===== src/rtl/branch_pkg.sv =====
// Shared types and constants for the fetch-side branch / program-counter unit.
//   br_type_e  : decoded branch kind carried on br_type
//   pc_state_e : run/halt control state of the core
//   br_taken() : evaluates a branch kind against the registered compare flags
package branch_pkg;

    // Reserved branch encoding; it behaves exactly like BR_NONE.
    localparam logic [2:0] BR_RESERVED_ENC = 3'b111;

    // PC value loaded on reset and on every start.
    localparam int unsigned RESET_PC = 0;

    typedef enum logic [2:0] {
        BR_NONE = 3'b000,
        BR_BEQ  = 3'b001,
        BR_BNE  = 3'b010,
        BR_BLT  = 3'b011,
        BR_BLE  = 3'b100,
        BR_BGT  = 3'b101,
        BR_JMP  = 3'b110,
        BR_RSVD = BR_RESERVED_ENC
    } br_type_e;

    typedef enum logic [1:0] {
        ST_IDLE   = 2'd0,
        ST_RUN    = 2'd1,
        ST_HALTED = 2'd2
    } pc_state_e;

    function automatic logic br_taken(input br_type_e kind, input logic eq, input logic lt);
        logic taken;
        case (kind)
            BR_BEQ:  taken = eq;
            BR_BNE:  taken = !eq;
            BR_BLT:  taken = lt;
            BR_BLE:  taken = lt | eq;
            BR_BGT:  taken = !lt & !eq;
            BR_JMP:  taken = 1'b1;
            default: taken = 1'b0;   // NONE and the reserved encoding
        endcase
        return taken;
    endfunction

endpackage


===== src/rtl/branch_target_lut.sv =====
// Branch target look-up table: 2**IDX_W absolute target PCs.
//   clk, rst_n : clock, asynchronous active-low reset (all entries clear to 0)
//   we, waddr, wdata : single write port, takes effect on the rising edge
//   raddr, rdata     : combinational read port; a same-cycle write to the
//                      same index is not visible until the next cycle
module branch_target_lut #(
    parameter int IDX_W  = 4,
    parameter int DATA_W = 10
) (
    input  logic              clk,
    input  logic              rst_n,
    input  logic              we,
    input  logic [IDX_W-1:0]  waddr,
    input  logic [DATA_W-1:0] wdata,
    input  logic [IDX_W-1:0]  raddr,
    output logic [DATA_W-1:0] rdata
);

    localparam int DEPTH = 1 << IDX_W;

    logic [DATA_W-1:0] mem_q [DEPTH];
    logic [DATA_W-1:0] mem_d [DEPTH];

    genvar gi;
    generate
        for (gi = 0; gi < DEPTH; gi++) begin : g_entry
            assign mem_d[gi] = (we && (waddr == IDX_W'(gi))) ? wdata : mem_q[gi];

            always_ff @(posedge clk or negedge rst_n) begin
                if (!rst_n) begin
                    mem_q[gi] <= '0;
                end else begin
                    mem_q[gi] <= mem_d[gi];
                end
            end
        end
    endgenerate

    assign rdata = mem_q[raddr];

endmodule


===== src/rtl/branch_pc_unit.sv =====
// Fetch-side branch / program-counter unit of the 8-bit core.
// Latches the ALU compare flags, evaluates the decoded branch condition on the
// registered flags, and advances the PC (pc+1 or a target from the LUT).
// Also owns the IDLE / RUN / HALTED control FSM.
//   clk, rst_n          : clock, asynchronous active-low reset
//   start               : begin execution at PC 0 (ignored in RUN)
//   stall               : freeze PC, flags and FSM for this cycle
//   halt_req            : current instruction is HALT (RUN only)
//   flag_we, alu_equal, alu_less_than : flag register write (RUN only)
//   br_type, br_idx     : decoded branch kind and target LUT index
//   lut_we, lut_waddr, lut_wdata : target LUT write port (any state)
//   pc                  : current instruction address
//   running, done       : state is RUN / state is HALTED
//   flag_eq, flag_lt    : registered compare flags
module branch_pc_unit
    import branch_pkg::*;
#(
    parameter int PC_W      = 10,
    parameter int LUT_IDX_W = 4
) (
    input  logic                 clk,
    input  logic                 rst_n,
    input  logic                 start,
    input  logic                 stall,
    input  logic                 halt_req,
    input  logic                 flag_we,
    input  logic                 alu_equal,
    input  logic                 alu_less_than,
    input  logic [2:0]           br_type,
    input  logic [LUT_IDX_W-1:0] br_idx,
    input  logic                 lut_we,
    input  logic [LUT_IDX_W-1:0] lut_waddr,
    input  logic [PC_W-1:0]      lut_wdata,
    output logic [PC_W-1:0]      pc,
    output logic                 running,
    output logic                 done,
    output logic                 flag_eq,
    output logic                 flag_lt
);

    pc_state_e       state_q, state_d;
    logic [PC_W-1:0] pc_q, pc_d;
    logic            flag_eq_q, flag_eq_d;
    logic            flag_lt_q, flag_lt_d;
    logic [PC_W-1:0] lut_rdata;
    logic            taken;

    branch_target_lut #(
        .IDX_W  (LUT_IDX_W),
        .DATA_W (PC_W)
    ) u_lut (
        .clk   (clk),
        .rst_n (rst_n),
        .we    (lut_we),
        .waddr (lut_waddr),
        .wdata (lut_wdata),
        .raddr (br_idx),
        .rdata (lut_rdata)
    );

    // Uses the registered flags, so a flag write in the same cycle is not seen.
    assign taken = br_taken(br_type_e'(br_type), flag_eq_q, flag_lt_q);

    always_comb begin
        state_d   = state_q;
        pc_d      = pc_q;
        flag_eq_d = flag_eq_q;
        flag_lt_d = flag_lt_q;

        // A stall freezes everything, including a start request.
        if (!stall) begin
            case (state_q)
                ST_IDLE, ST_HALTED: begin
                    if (start) begin
                        state_d = ST_RUN;
                        pc_d    = PC_W'(RESET_PC);
                    end
                end
                ST_RUN: begin
                    if (flag_we) begin
                        flag_eq_d = alu_equal;
                        flag_lt_d = alu_less_than;
                    end
                    // HALT wins over any branch: the PC stays on the HALT.
                    if (halt_req) begin
                        state_d = ST_HALTED;
                    end else if (taken) begin
                        pc_d = lut_rdata;
                    end else begin
                        pc_d = pc_q + PC_W'(1);   // wraps modulo 2**PC_W
                    end
                end
                default: begin
                    state_d = ST_IDLE;
                    pc_d    = PC_W'(RESET_PC);
                end
            endcase
        end
    end

    always_ff @(posedge clk or negedge rst_n) begin
        if (!rst_n) begin
            state_q   <= ST_IDLE;
            pc_q      <= PC_W'(RESET_PC);
            flag_eq_q <= 1'b0;
            flag_lt_q <= 1'b0;
        end else begin
            state_q   <= state_d;
            pc_q      <= pc_d;
            flag_eq_q <= flag_eq_d;
            flag_lt_q <= flag_lt_d;
        end
    end

    assign pc      = pc_q;
    assign running = (state_q == ST_RUN);
    assign done    = (state_q == ST_HALTED);
    assign flag_eq = flag_eq_q;
    assign flag_lt = flag_lt_q;

endmodule


===== config.mk =====
export PLATFORM = sky130hd
export DESIGN_NAME = branch_pc_unit
export DESIGN_NICKNAME = d
export VERILOG_FILES = /design/src/rtl/branch_pkg.sv /design/src/rtl/branch_target_lut.sv /design/src/rtl/branch_pc_unit.sv
export SDC_FILE = /design/constraint.sdc
export NUM_CORES = 1
export LEC_CHECK = 0
export CAP_MARGIN = 20
export CORE_UTILIZATION = 50
export DETAILED_ROUTE_END_ITERATION = 12
export DONT_BUFFER_PORTS = 1
export SYNTH_ARGS = -nofsm -noshare
export SYNTH_HDL_FRONTEND = slang
export SYNTH_SLANG_ARGS = --single-unit

===== constraint.sdc =====
create_clock -name clk -period 2.5 [get_ports clk]
set_input_delay 0 -clock clk [delete_from_list [all_inputs] [get_ports clk]]
set_output_delay 0 -clock clk [all_outputs]
set_load 0.02 [all_outputs]

==> results of run 1 <==
[final cells by class]
| cell class | count | area (µm²) |
|---|---|---|
| multi-input combinational | 341 | 3638 |
| antenna | 1 | 2.502 |
| fill | 1269 | 6703 |
| sequential | 174 | 4354 |
| tap | 216 | 270.3 |
| inverter | 3 | 11.26 |
| timing repair buffer | 36 | 332.8 |
| clock inverter | 14 | 191.4 |
| clock buffer | 18 | 439.2 |
[stage by stage]
step                      setup WS [ns]  util (%)  area [µm²]  instances
after floorplan                  0.6228         -        8182        549
after global placement           0.5283     52.42        8357        745
after detailed placement         0.4966     52.42        8357        745
after CTS                        0.3488     57.94        9238        802
after global routing             0.2019     57.94        9238        802
final                            0.3753     57.96        9240        803
[flip-flops by register name (all words and copies together), names as in the netlist]
signal and count:
u_lut.mem_q 160, flag_eq 1, state_q 2, pc 10, flag_lt 1
[kinds of logic (layout without fill, tap and decap cells)]
logic type | Yosys count | count (layout) | synth area share (%)
buffers and inverters | 34 | 71 | 2.309
adder cells (fa/ha/maj) | 1 | 1 | 0.1529
other | 0 | 1 | 0
multiplexers | 210 | 210 | 34.88
AO/OA/AOI/OAI | 51 | 51 | 4.420
AND/OR/NAND/NOR | 79 | 79 | 5.016
flip-flops | 174 | 174 | 53.22
[cells in the final DEF, fill, tap and decap left out, drive strengths merged, types with 2 or more instances in the layout]
master         n
buf           11
a21o           3
a221o          6
mux2i          8
a21oi         12
inv            4
mux4          40
nor3b          6
nand2         21
nand3b         3
or3            2
mux2         162
nand2b         7
dfrtp        174
and2           7
clkinvlp       4
nor3           3
nor4           2
and3           4
clkbuf        18
a211oi         8
dlygate4sd3   25
a31oi          2
nor2b          4
a32oi          2
bufinv         4
o21ai         12
nor2          13
nand3          6
clkinv         5
[critical path: cells and delay by family, from the launching register on]
| kind | cells | cell delay, ns |
|---|---|---|
| compound gates | 4 | 0.78 |
| buf+inv | 1 | 0.56 |
| flops | 1 | 0.50 |
| simple gates | 1 | 0.17 |
[report_power, final]
group	internal (mW)	switching, mW
clock network	1.70	1.12
logic	0.897	0.451
registers	3.47	0.423
[per-layer routing]
metal | GRT usage (%) | share of wire (%) | vias to the layer above
met3 | 5.084 | 3.9 | 20
met5 | 0 | 0 | -
met4 | 6.361 | 0.84 | 0
met1 | 32.62 | 47 | 2618
li1 | - | - | 2135
met2 | 38.66 | 49 | 94
[path summary, 6_finish.rpt]
kind / slack, ns / start / end
min in group clk: -0.01 / br_idx[1] / pc[0]$_DFFE_PN0P_
max: 0.38 / flag_eq$_DFFE_PN0P_ / pc[9]$_DFFE_PN0P_
min: -0.73 / rst_n / u_lut.mem_q[134]$_DFFE_PN0P_
max reg2reg: 0.38 / flag_eq$_DFFE_PN0P_ / pc[9]$_DFFE_PN0P_
max in group asynchronous: 2.85 / rst_n / u_lut.mem_q[144]$_DFFE_PN0P_
min reg2reg: 0.50 / u_lut.mem_q[119]$_DFFE_PN0P_ / u_lut.mem_q[119]$_DFFE_PN0P_
==> run metrics, run 1 <==
Setup Skew=0.01399 ns; via count of the first global-routing pass=5067; top-count cell post-synth=dfrtp_1; Post-synth EDFFs=0; Setup Crit Path Kind=reg2reg; Synth Cell Area=8182 µm²; Tot Pwr=8.057 mW; Area contributors post-synth=dfrtp_1 53%, mux2_2 22%, mux4_2 7.4%, mux4_1 4.2%, mux2i_1 0.98%; Crit path largest cell delay=0.56 ns; DRT iter0 DRCs=320; mean post-synth cell area=14.90 µm²; Final GP Congestion=0.7507; Worst Path Max Fanout=5; Final Max Tran Viols=0; maxcap violations=0; Final ANT Viol Nets=0; Seq/Total Area, Yosys=53.22%; # resized after CTS=0; final hold vios=175; setup violators final=0; Worst-path clk slew=0.07 ns; slew margin rel.=30.13%; Leak=3.931 nW; total gr overflow=0; Die Wd=129.9 µm; DR WL/cell=22.93 µm; Seq cells post-synth=174; Yosys Warn Count=0; top cells by count, synth=174 x dfrtp_1, 162 x mux2_2, 27 x mux4_2; CTS root buf=clkbuf_16; first-pass GRT wire length=28.86 mm; Detailed Routing Iterations Pass 1=5; Max VDD drop=0.5169 mV; Critical Path RT=2.81 ns; io pins=44; DR DRC count=0; status=finished with violations; fin crit period=2.125 ns; largest net degree at the start of global routing=175; Clock Tree Buf Depth=2; Hold Crit Class=in2async; P&R area growth vs syn=12.94%; Post-Synthesis Cells=549; all-layer global routing usage=23.79%; CP Capture Type=flop; starting density of the core=51.32%; Final nets=604; via/cell ratio=6.061; post-synth net total=580; via count=4867; Max Clock Freq=0.4707 GHz; routed wire length=18.41 mm; Core ar.=15940 µm²; Die Area=16880 µm²; Crit-path slowest cell=dlygate4sd3_1; RSZ-0062 raised after global routing=no; layout cell share with drive strength beyond 1=40.27%; startpoint types=flop; number of distinct library cells after synthesis=41; period utilization=84.99%; Final HPWL DP=10.90 mm; H-Tree Level Count=4; Die Y=129.9 µm; ys flop type=dfrtp_1; CTS sink count=174; pwr dens=872.0 nW/µm²; Synth async-reset ratio=100.0%; Port Buffers=0; Std-Cell Rows=46; reg2reg path depth=6; clock buffer count from CTS=17; clk_lat worst skew=0.43 ns; worst hold slack=-0.7277 ns; Synth top area share=53.22%; TNS Setup=0 ns; CP Cell Sequence=o21a_1 -> o21ai_0 -> nand2_1 -> a31oi_1 -> dlygate4sd3_1 -> a32oi_1; setup bufs post-CTS=0; Slew @ Worst Pin=1.045 ns; hold buffer count at CTS=25; initial antenna violation count=1; TritonCTS clock tree=yes; Worst EP arrival=2.43 ns; violated checks=hold timing; Synth area leader=dfrtp_1
No activity file was read; power rests on OpenSTA's default activity.
==> run 2, diff against run 1 <==
==> constraint.sdc (replaced) <==
create_clock -name clk -period 2.2 [get_ports clk]
set_input_delay 0 -clock clk [delete_from_list [all_inputs] [get_ports clk]]
set_output_delay 0 -clock clk [all_outputs]
set_load 0.02 [all_outputs]
==> run metrics, run 2 (synthesis gave the netlist of run 1 again) <==
status=finished with violations; violated checks=hold timing; Std-Cell Rows=46; Pint=6.542 mW; commonest non-fill, non-tap cell in the layout=dfrtp_1; Final HPWL DP=10.89 mm; Switch Pwr=2.249 mW; setup bufs post-CTS=0; Critical Path RT=2.51 ns; initial antenna violation count=1; Setup Skew=0.008018 ns; Worst Path Max Fanout=2; Buf/Inv on CP=0; Largest register FFs=160; worst hold slack=-0.7384 ns; Die Area=16880 µm²; via/cell ratio=5.984; CP Capture Type=flop; Crit-path slowest cell=mux4_1; switching part of the total=25.58%; startpoint types=flop; largest net degree at the start of global routing=175; Hold Crit Class=in2async; all-layer global routing usage=24.00%; CP Cell Sequence=mux4_1 -> and2_1 -> a211oi_1 -> a21oi_1 -> a221o_1; Worst-path clk slew=0.06 ns; Final Max Tran Viols=0; Detailed Routing Iterations Pass 1=4; setup violators final=0; Critical Path Start=u_lut.mem_q[146]$_DFFE_PN0P_; routed wire length=18.34 mm; sequential share of power=50.2%; CTS root buf=clkbuf_16; clock share of power=32.5%; Final GP Congestion=0.7582; clk_lat worst skew=0.43 ns; Setup Crit Path Kind=reg2reg; Slew @ Worst Pin=0.9328 ns; Crit path max-delay family=compound AO/OA/AOI/OAI gates; RSZ-0062 raised after global routing=no; total gr overflow=0; Max Clock Freq=0.4878 GHz; CTS sink count=174; maxcap violations=0; fillcell total=1310; hold buffer count at CTS=24; Final nets=604; via count=4799; Die Wd=129.9 µm; design area=9164 µm²; TritonCTS clock tree=yes; Port Buffers=0; period utilization=93.18%; final hold vios=174; layout cell share with drive strength beyond 1=40.44%; first-pass GRT wire length=29.15 mm; most frequent cells in the layout=174 x dfrtp_1, 162 x mux2_2, 27 x mux4_2; Antenna Cells=0; io pins=44; Worst EP arrival=2.36 ns; Gate power share=17.3%; TNS Setup=0 ns; most flop-heavy register=u_lut.mem_q; Crit path largest cell delay=0.48 ns; reg-to-reg startpoint=u_lut.mem_q[146]$_DFFE_PN0P_; DR WL/cell=22.87 µm; slew margin rel.=37.61%; Leak=3.902 nW; Final ANT Viol Nets=0; Core ar.=15940 µm²; via count of the first global-routing pass=5147; P&R area growth vs syn=12.00%; Die Y=129.9 µm; fin crit period=2.050 ns; Post-Place Cell Area=8364 µm²; Clock Tree Buf Depth=2; clock buffer count from CTS=17; fin util=57.48%; H-Tree Level Count=4; starting density of the core=51.32%; DR DRC count=0; pwr dens=959.3 nW/µm²; DRT iter0 DRCs=226; Max VDD drop=0.6068 mV
run 2: cell types whose count changed in the layout (fill, tap and decap cells not counted), sizes merged:
cell	previous run	this run
buf	11	12
bufinv	4	1
clkbuf	18	19
diode	1	0
dlygate4sd3	25	24
inv	4	6
run 2: per-layer routing:
| layer | GRT usage [%] | up-vias | routed length (µm) |
|---|---|---|---|
| li1 | - | 2131 | - |
| met1 | 31.86 | 2547 | 8294 |
| met2 | 39.67 | 96 | 8999 |
| met3 | 5.248 | 23 | 766 |
| met4 | 7.319 | 2 | 267 |
| met5 | 0 | - | 12 |
run 2: power by group through the flow:
stage	logic (mW)	registers, mW	clock network, mW
2_1_floorplan	1.28	4.32	0
3_3_place_gp	1.36	4.41	0
3_5_place_dp	1.41	4.47	0
4_1_cts	1.53	4.41	2.93
5_1_grt	1.66	4.51	3.05
6_report	1.52	4.41	2.86
run 2: path summary, 6_finish.rpt:
path,end,slack [ns],cells after the start
worst max-delay path,pc[6]$_DFFE_PN0P_,0.15,5
worst min-delay path,u_lut.mem_q[14]$_DFFE_PN0P_,-0.74,0
worst max register to register,pc[6]$_DFFE_PN0P_,0.15,5
worst min register to register,u_lut.mem_q[148]$_DFFE_PN0P_,0.50,1
max in group asynchronous,u_lut.mem_q[73]$_DFFE_PN0P_,2.75,0
min in group clk,pc[1]$_DFFE_PN0P_,0.02,3
run 2: worst register-to-register path, delay by kind of cell, from the launching register on:
kind | cells | cell delay, ns
AOI/OAI and AO/OA | 3 | 0.92
muxes | 1 | 0.48
and+or+nand+nor | 1 | 0.17
DFF | 1 | 0.37
run 2: final cells by class:
class | count | area (µm²) | share of cell area [%]
multi-input cells | 341 | 3640 | 39.72
flip-flops and latches | 174 | 4354 | 47.52
well taps | 216 | 270.3 | 2.949
inverters | 3 | 11.26 | 0.1229
repair buffers | 36 | 330.3 | 3.605
clock buffers | 19 | 442.9 | 4.833
clock inverters | 13 | 115.1 | 1.256
run 2: repair_timing:
item                       in CTS  in global routing
resized for setup               0                  1
setup endpoints to repair       0                  5
hold endpoints to repair      348                174
run 2: per-stage QoR:
step	setup WS [ns]	power, mW	instances	hold WS [ns]
2_1_floorplan	0.3228	5.604	549	-0.2956
3_3_place_gp	0.2253	5.769	746	-0.2914
3_5_place_dp	0.1546	5.873	746	-0.2909
4_1_cts	0.1252	8.865	802	-0.7567
5_1_grt	0.04240	9.229	802	-0.7590
6_report	0.1500	8.791	802	-0.7384
